[src/rtl/mem_access_ctrl.sv]
// mem_access_ctrl: initiator side of a byte-wide synchronous data memory.
// Converts one CPU load/store (byte, half, word; signed or unsigned loads)
// into a sequence of single-byte memory beats and returns loads assembled
// little-endian and extended to 4*DATA_WIDTH bits.
//
// Ports:
//   clk_i, rst_ni            clock, synchronous active-low reset
//   req_valid_i/req_ready_o  request handshake (one request in flight)
//   req_wen_i                1 = store, 0 = load
//   req_type_i               3'b000 BYTE, 001 HALF, 010 WORD, 100 U_BYTE, 101 U_HALF
//   req_addr_i, req_wd_i     start byte address, store data (byte 0 in LSBs)
//   resp_valid_o, resp_rd_o  completion pulse and extended load result
//   mem_a_o, mem_wd_o,
//   mem_wen_o, mem_rd_i      byte memory port; mem_rd_i is valid one cycle
//                            after the address is presented
//   misalign_o               only with MEM_MISALIGN_TRAP_EN defined: marks a
//                            response to a misaligned HALF/WORD request
//
// Build option: define MEM_MISALIGN_TRAP_EN to trap misaligned accesses
// instead of performing them byte by byte.
module mem_access_ctrl #(
  parameter int unsigned ADDRESS_WIDTH = 8,
  parameter int unsigned DATA_WIDTH    = 8
) (
  input  logic                      clk_i,
  input  logic                      rst_ni,
  input  logic                      req_valid_i,
  output logic                      req_ready_o,
  input  logic                      req_wen_i,
  input  logic [2:0]                req_type_i,
  input  logic [ADDRESS_WIDTH-1:0]  req_addr_i,
  input  logic [4*DATA_WIDTH-1:0]   req_wd_i,
  output logic                      resp_valid_o,
  output logic [4*DATA_WIDTH-1:0]   resp_rd_o,
`ifdef MEM_MISALIGN_TRAP_EN
  output logic                      misalign_o,
`endif
  output logic [ADDRESS_WIDTH-1:0]  mem_a_o,
  output logic [DATA_WIDTH-1:0]     mem_wd_o,
  output logic                      mem_wen_o,
  input  logic [DATA_WIDTH-1:0]     mem_rd_i
);

  localparam int unsigned CpuWidth = 4 * DATA_WIDTH;

  localparam logic [2:0] TypeByte  = 3'b000;
  localparam logic [2:0] TypeHalf  = 3'b001;
  localparam logic [2:0] TypeWord  = 3'b010;
  localparam logic [2:0] TypeUByte = 3'b100;
  localparam logic [2:0] TypeUHalf = 3'b101;

  typedef enum logic [1:0] {StIdle, StXfer, StDrain, StDone} state_e;

  state_e                     state_q, state_d;
  logic                       wen_q, wen_d;
  logic                       uns_q, uns_d;
  logic [1:0]                 last_q, last_d;   // index of the final beat (N-1)
  logic [1:0]                 k_q, k_d;
  logic [ADDRESS_WIDTH-1:0]   addr_q, addr_d;
  logic [CpuWidth-1:0]        wd_q, wd_d;
  logic [CpuWidth-1:0]        asm_q, asm_d;
  logic [CpuWidth-1:0]        rd_q, rd_d;

  // Request type decode
  logic       type_ok;
  logic [1:0] req_last;
  always_comb begin
    type_ok  = 1'b1;
    req_last = 2'd0;
    case (req_type_i)
      TypeByte, TypeUByte: req_last = 2'd0;
      TypeHalf, TypeUHalf: req_last = 2'd1;
      TypeWord:            req_last = 2'd3;
      default:             type_ok  = 1'b0;
    endcase
  end

`ifdef MEM_MISALIGN_TRAP_EN
  logic misalign_q, misalign_d;
  logic req_misaligned;
  assign req_misaligned = type_ok &&
                          (((req_last == 2'd1) && req_addr_i[0]) ||
                           ((req_last == 2'd3) && (req_addr_i[1:0] != 2'b00)));
  assign misalign_o = (state_q == StDone) && misalign_q;
`endif

  always_comb begin
    state_d      = state_q;
    wen_d        = wen_q;
    uns_d        = uns_q;
    last_d       = last_q;
    k_d          = k_q;
    addr_d       = addr_q;
    wd_d         = wd_q;
    asm_d        = asm_q;
    rd_d         = rd_q;
`ifdef MEM_MISALIGN_TRAP_EN
    misalign_d   = misalign_q;
`endif
    req_ready_o  = 1'b0;
    resp_valid_o = 1'b0;
    mem_a_o      = '0;
    mem_wd_o     = '0;
    mem_wen_o    = 1'b0;

    case (state_q)
      StIdle: begin
        req_ready_o = 1'b1;
        if (req_valid_i) begin
          wen_d  = req_wen_i;
          uns_d  = req_type_i[2];
          last_d = req_last;
          addr_d = req_addr_i;
          wd_d   = req_wd_i;
          k_d    = 2'd0;
          asm_d  = '0;
`ifdef MEM_MISALIGN_TRAP_EN
          misalign_d = 1'b0;
          if (!type_ok || req_misaligned) begin
            misalign_d = req_misaligned;
            rd_d       = '0;
            state_d    = StDone;
          end else begin
            state_d = StXfer;
          end
`else
          if (!type_ok) begin
            rd_d    = '0;
            state_d = StDone;
          end else begin
            state_d = StXfer;
          end
`endif
        end
      end

      StXfer: begin
        mem_a_o = addr_q + ADDRESS_WIDTH'(k_q);
        if (wen_q) begin
          mem_wen_o = 1'b1;
          mem_wd_o  = wd_q[int'(k_q)*DATA_WIDTH +: DATA_WIDTH];
        end else if (k_q != 2'd0) begin
          // Registered read data belongs to the previous beat
          asm_d[int'(k_q - 2'd1)*DATA_WIDTH +: DATA_WIDTH] = mem_rd_i;
        end
        if (k_q == last_q) begin
          if (wen_q) begin
            rd_d    = '0;
            state_d = StDone;
          end else begin
            state_d = StDrain;
          end
        end else begin
          k_d = k_q + 2'd1;
        end
      end

      StDrain: begin
        asm_d[int'(last_q)*DATA_WIDTH +: DATA_WIDTH] = mem_rd_i;
        case (last_q)
          2'd0: rd_d = {{(CpuWidth-DATA_WIDTH){~uns_q & asm_d[DATA_WIDTH-1]}},
                        asm_d[DATA_WIDTH-1:0]};
          2'd1: rd_d = {{(CpuWidth-2*DATA_WIDTH){~uns_q & asm_d[2*DATA_WIDTH-1]}},
                        asm_d[2*DATA_WIDTH-1:0]};
          default: rd_d = asm_d;
        endcase
        state_d = StDone;
      end

      StDone: begin
        resp_valid_o = 1'b1;
        state_d      = StIdle;
      end

      default: state_d = StIdle;
    endcase
  end

  assign resp_rd_o = rd_q;

  always_ff @(posedge clk_i) begin
    if (!rst_ni) begin
      state_q    <= StIdle;
      wen_q      <= 1'b0;
      uns_q      <= 1'b0;
      last_q     <= 2'd0;
      k_q        <= 2'd0;
      addr_q     <= '0;
      wd_q       <= '0;
      asm_q      <= '0;
      rd_q       <= '0;
`ifdef MEM_MISALIGN_TRAP_EN
      misalign_q <= 1'b0;
`endif
    end else begin
      state_q    <= state_d;
      wen_q      <= wen_d;
      uns_q      <= uns_d;
      last_q     <= last_d;
      k_q        <= k_d;
      addr_q     <= addr_d;
      wd_q       <= wd_d;
      asm_q      <= asm_d;
      rd_q       <= rd_d;
`ifdef MEM_MISALIGN_TRAP_EN
      misalign_q <= misalign_d;
`endif
    end
  end

endmodule

[config.mk]
export PLATFORM = sky130hd
export DESIGN_NAME = mem_access_ctrl
export DESIGN_NICKNAME = d
export VERILOG_FILES = /design/src/rtl/mem_access_ctrl.sv
export SDC_FILE = /design/constraint.sdc
export NUM_CORES = 1
export LEC_CHECK = 0
export ABC_AREA = 1
export ABC_CLOCK_PERIOD_IN_PS = 2700
export CORE_UTILIZATION = 50
export DETAILED_ROUTE_END_ITERATION = 6
export PLACE_DENSITY = 0.79
export SLEW_MARGIN = 20
export SYNTH_ARGS = -nofsm -noshare
export SYNTH_HDL_FRONTEND = slang
export SYNTH_SLANG_ARGS = --single-unit
[constraint.sdc]
create_clock -name clk_i -period 2.7 [get_ports clk_i]
set_clock_uncertainty 0.15 [all_clocks]
set_input_delay 0.54 -clock clk_i [delete_from_list [all_inputs] [get_ports clk_i]]
set_output_delay 0.54 -clock clk_i [all_outputs]
set_load 0.005 [all_outputs]
==> flow_summary_export.csv <==
group,metric,value,unit
worst_setup_path,r2r_slack,0.19,ns
global_routing,grt_usage,27.7,%
global_routing,grt_antenna_before_repair,0,
synthesis,synth_fa_ha_area_share,4.12,%
sta,fin_crit_sh,98.5,%
pwr,power.density,805,nW/um^2
clock_network,cts_tree,"built",
drt,postRouteAntennaNets,0,
floorplanning,dieArea,13000,sq um
synthesis,ys_async_sr_fraction,0,%
drt,dr.pass1.iters,7,
worst_setup_path,startpoint,"state_q[1]$_SDFFE_PN0P_",
sta,rsz0062_at_grt,"true",
cells_and_area,drive_above_1_share,7.45,%
synthesis,yosysUniqueCellTypes,36,
worst_hold_path,holdPathStages,2,
cells_and_area,area_delta_synth_final,25.7,%
worst_setup_path,ff2ff_path_depth,11,
worst_setup_path,critPathSlowestCell,"clkdlybuf4s50_1",
synthesis,synth_edf_count,0,
synthesis,synth_nets,1039,
clock_network,clock-sinks,112,
outcome,status,"completed",
synthesis,netlist_area,6260,sq um
global_routing,globalRouteOverflowTotal,0,
synthesis,netlist_instances,964,
worst_setup_path,reg2reg_from,"state_q[1]$_SDFFE_PN0P_",
synthesis,synth-seq-area-share,35.8,%
drt,vias,6590,
worst_hold_path,hold_class,"reg2reg",
synthesis,yosys.area_share.simple,29.8,%
cells_and_area,nNetsFinal,1130,
pwr,leakage,3.02,nW
clock_network,cts_max_level,3,
synthesis,synth_seq_cells,112,
cells_and_area,post-route-cell-area,7860,sq um
worst_setup_path,path_class,"reg2out",
global_routing,grt_start_max_net_pins,49,
run,max_cap_viol_count,0,
drt,post-route-drc-count,0,
place,gp_congestion,0.946,
sta,fin_crit,2.66,ns
floorplanning,start_util,51.7,%
floorplanning,boundaryPins,106,
clock_network,clk_path_buf_depth,2,
global_routing,grt_pass1_vias,5876,
synthesis,synth_top_family_by_area,"simple AND/OR/NAND/NOR gates",
global_routing,grt_pass1_wl,28700,microns
worst_setup_path,r2r_end,"resp_rd_o[25]$_SDFFE_PN0P_",
sta,drv_slew,0,
pwr,ir_worst_vdd,0.000603,V
place,place_ws,0.108,ns
synthesis,yosysWarnings,0,
drt,vias_per_cell,5.37,
worst_setup_path,worstPathMaxFanout,10,
cells_and_area,multi_input_area,3600,sq um
floorplanning,std_cell_rows,40,
floorplanning,die_w,114,microns
worst_setup_path,cp_cell_sequence,"inv_1 -> ha_1 -> buf_6 -> o21ai_0 -> a21oi_1 -> clkdlybuf4s50_1",
place,place_area,7480,sq um
drt,wl_per_cell,14.2,microns
sta,setup_violations,0,
clock_network,cts_made_buffers,9,
worst_setup_path,crit_end,"mem_a_o[2]",
clock_network,clk_latency,0.36,ns
place,io_buffers,105,
drt,wl,17400,microns
worst_setup_path,endpoint_kind,"output port",
sta,max_slew_margin,60.5,%
synthesis,postSynthAreaPerCell,6.49,sq um
floorplanning,core,12100,sq um
worst_setup_path,startpoint_type,"register",
place,dp_cells,1208,
clock_network,ctsRootBufferMaster,"clkbuf_16",
cells_and_area,fin_util,64.9,%
cells_and_area,antennaDiodeCount,0,
cells_and_area,n_fill_cell,1138,
cells_and_area,ff_latch_area,2240,sq um
pwr,total_power,0.00633,W
clock_network,clk_pin_slew,0.08,ns
sta,worst_slack,0.0395,ns
sta,worstMarginPinSlew,0.592,ns
synthesis,ys.flop_type,"dfxtp_1",
floorplanning,fp.dieH,114,microns
cells_and_area,final_cells,1228,
clock_network,hold_buffers,0,
sta,hold_violations,0,
synthesis,synthMuxAreaShare,0,%
worst_setup_path,cp.arrival,1.97,ns
worst_setup_path,critPathRequiredTime,2.01,ns
drt,drt_iter0_markers,511,
synthesis,post_synth_xor_area_fraction,0,%
synthesis,synth_compound_area_share,23.1,%
worst_setup_path,cpPeakStageDelay,0.52,ns
place,place.detailed.hpwl,12100,microns
sta,max_clock_freq,376,MHz
## timing repair
item,in CTS,in global routing
gates resized for setup,18,13
pin swaps,2,3
buffers inserted,1,3
endpoints found under the setup margin,12,18
## Yosys cell counts (5+ instances only)
library cell  instances  share of area (%)
inv_1                45                2.7
o21ai_0             126                 10
o22ai_1              12                1.2
nor2_1              158                9.5
nand4_1               9               0.90
buf_2                15                1.2
a21oi_1              98                7.8
o211ai_1              5               0.60
o221ai_1              7               0.98
ha_1                 19                3.8
clkbuf_1             35                2.1
dfxtp_1             112                 36
nand3_1              32                2.6
o21a_1                8               0.96
nand2_1             243                 15
## cell type report
class | instances | area share, %
multi-input combinational | 746 | 45.8
sequential | 112 | 28.5
timing repair buffer | 135 | 16.8
clock buffer | 11 | 3.21
tap | 168 | 2.67
inverter | 51 | 2.43
clock inverter | 5 | 0.509
## worst max-delay path, delay by kind of cell (launching register included)
| kind | cells | cell delay (ns) |
|---|---|---|
| adder cells (fa/ha/maj) | 1 | 0.25 |
| flip-flops | 1 | 0.34 |
| buffers and inverters | 3 | 0.80 |
| AO/OA/AOI/OAI | 2 | 0.21 |
## per-layer routing
layer	up-vias	global-route usage [%]	share of wire, %
li1	3363	-	-
met1	2971	38.3	45
met2	228	44.5	45
met3	28	4.25	8.0
met4	0	8.83	1.9
met5	-	0	0
## stage by stage
step,hold WS [ns],TNS [ns]
detailed placement,0.305,0
global route,0.329,-0.116
global placement,0.301,0
CTS,0.316,-0.0250
floorplan,0.294,0
finish,0.317,0
## flip-flops by register name, indices dropped and copies added, names as in the netlist, 2 cells and up
name	flops
addr_q	8
asm_q	32
k_q	2
last_q	2
resp_rd_o	32
state_q	2
wd_q	32
## worst min path at each step
stage	slack, ns	to	from
3_5_place_dp	0.30	resp_rd_o[14]$_SDFFE_PN0P_	resp_rd_o[14]$_SDFFE_PN0P_
4_1_cts	0.32	resp_rd_o[14]$_SDFFE_PN0P_	resp_rd_o[14]$_SDFFE_PN0P_
3_3_place_gp	0.30	asm_q[21]$_SDFFE_PN0P_	asm_q[21]$_SDFFE_PN0P_
6_report	0.32	resp_rd_o[14]$_SDFFE_PN0P_	resp_rd_o[14]$_SDFFE_PN0P_
2_1_floorplan	0.29	asm_q[10]$_SDFFE_PN0P_	asm_q[10]$_SDFFE_PN0P_
5_1_grt	0.33	asm_q[24]$_SDFFE_PN0P_	asm_q[24]$_SDFFE_PN0P_
## logic make-up after synthesis
| family | Yosys count |
|---|---|
| and+or+nand+nor | 459 |
| adders and majority gates | 20 |
| DFF | 112 |
| buffers and inverters | 106 |
| AOI/OAI and AO/OA | 267 |
## where the power goes
part | switching [W] | total (W) | internal (W)
registers | 0.000173 | 0.00211 | 0.00193
logic | 0.00188 | 0.00290 | 0.00102
clock network | 0.000638 | 0.00132 | 0.000682
## placed cells by master, fill, tap and decap left out, drive strengths merged, types with 4 or more instances in the layout
| cell type | instances |
|---|---|
| o21a | 8 |
| nand3 | 36 |
| buf | 30 |
| nand4 | 9 |
| o221ai | 7 |
| nand2 | 246 |
| clkbuf | 12 |
| o211ai | 5 |
| a21oi | 98 |
| nor2 | 164 |
| clkdlybuf4s50 | 98 |
| o21ai | 128 |
| a22oi | 4 |
| inv | 50 |
| o22ai | 12 |
| dfxtp | 112 |
| ha | 19 |
(Power assumes the default switching activity.)
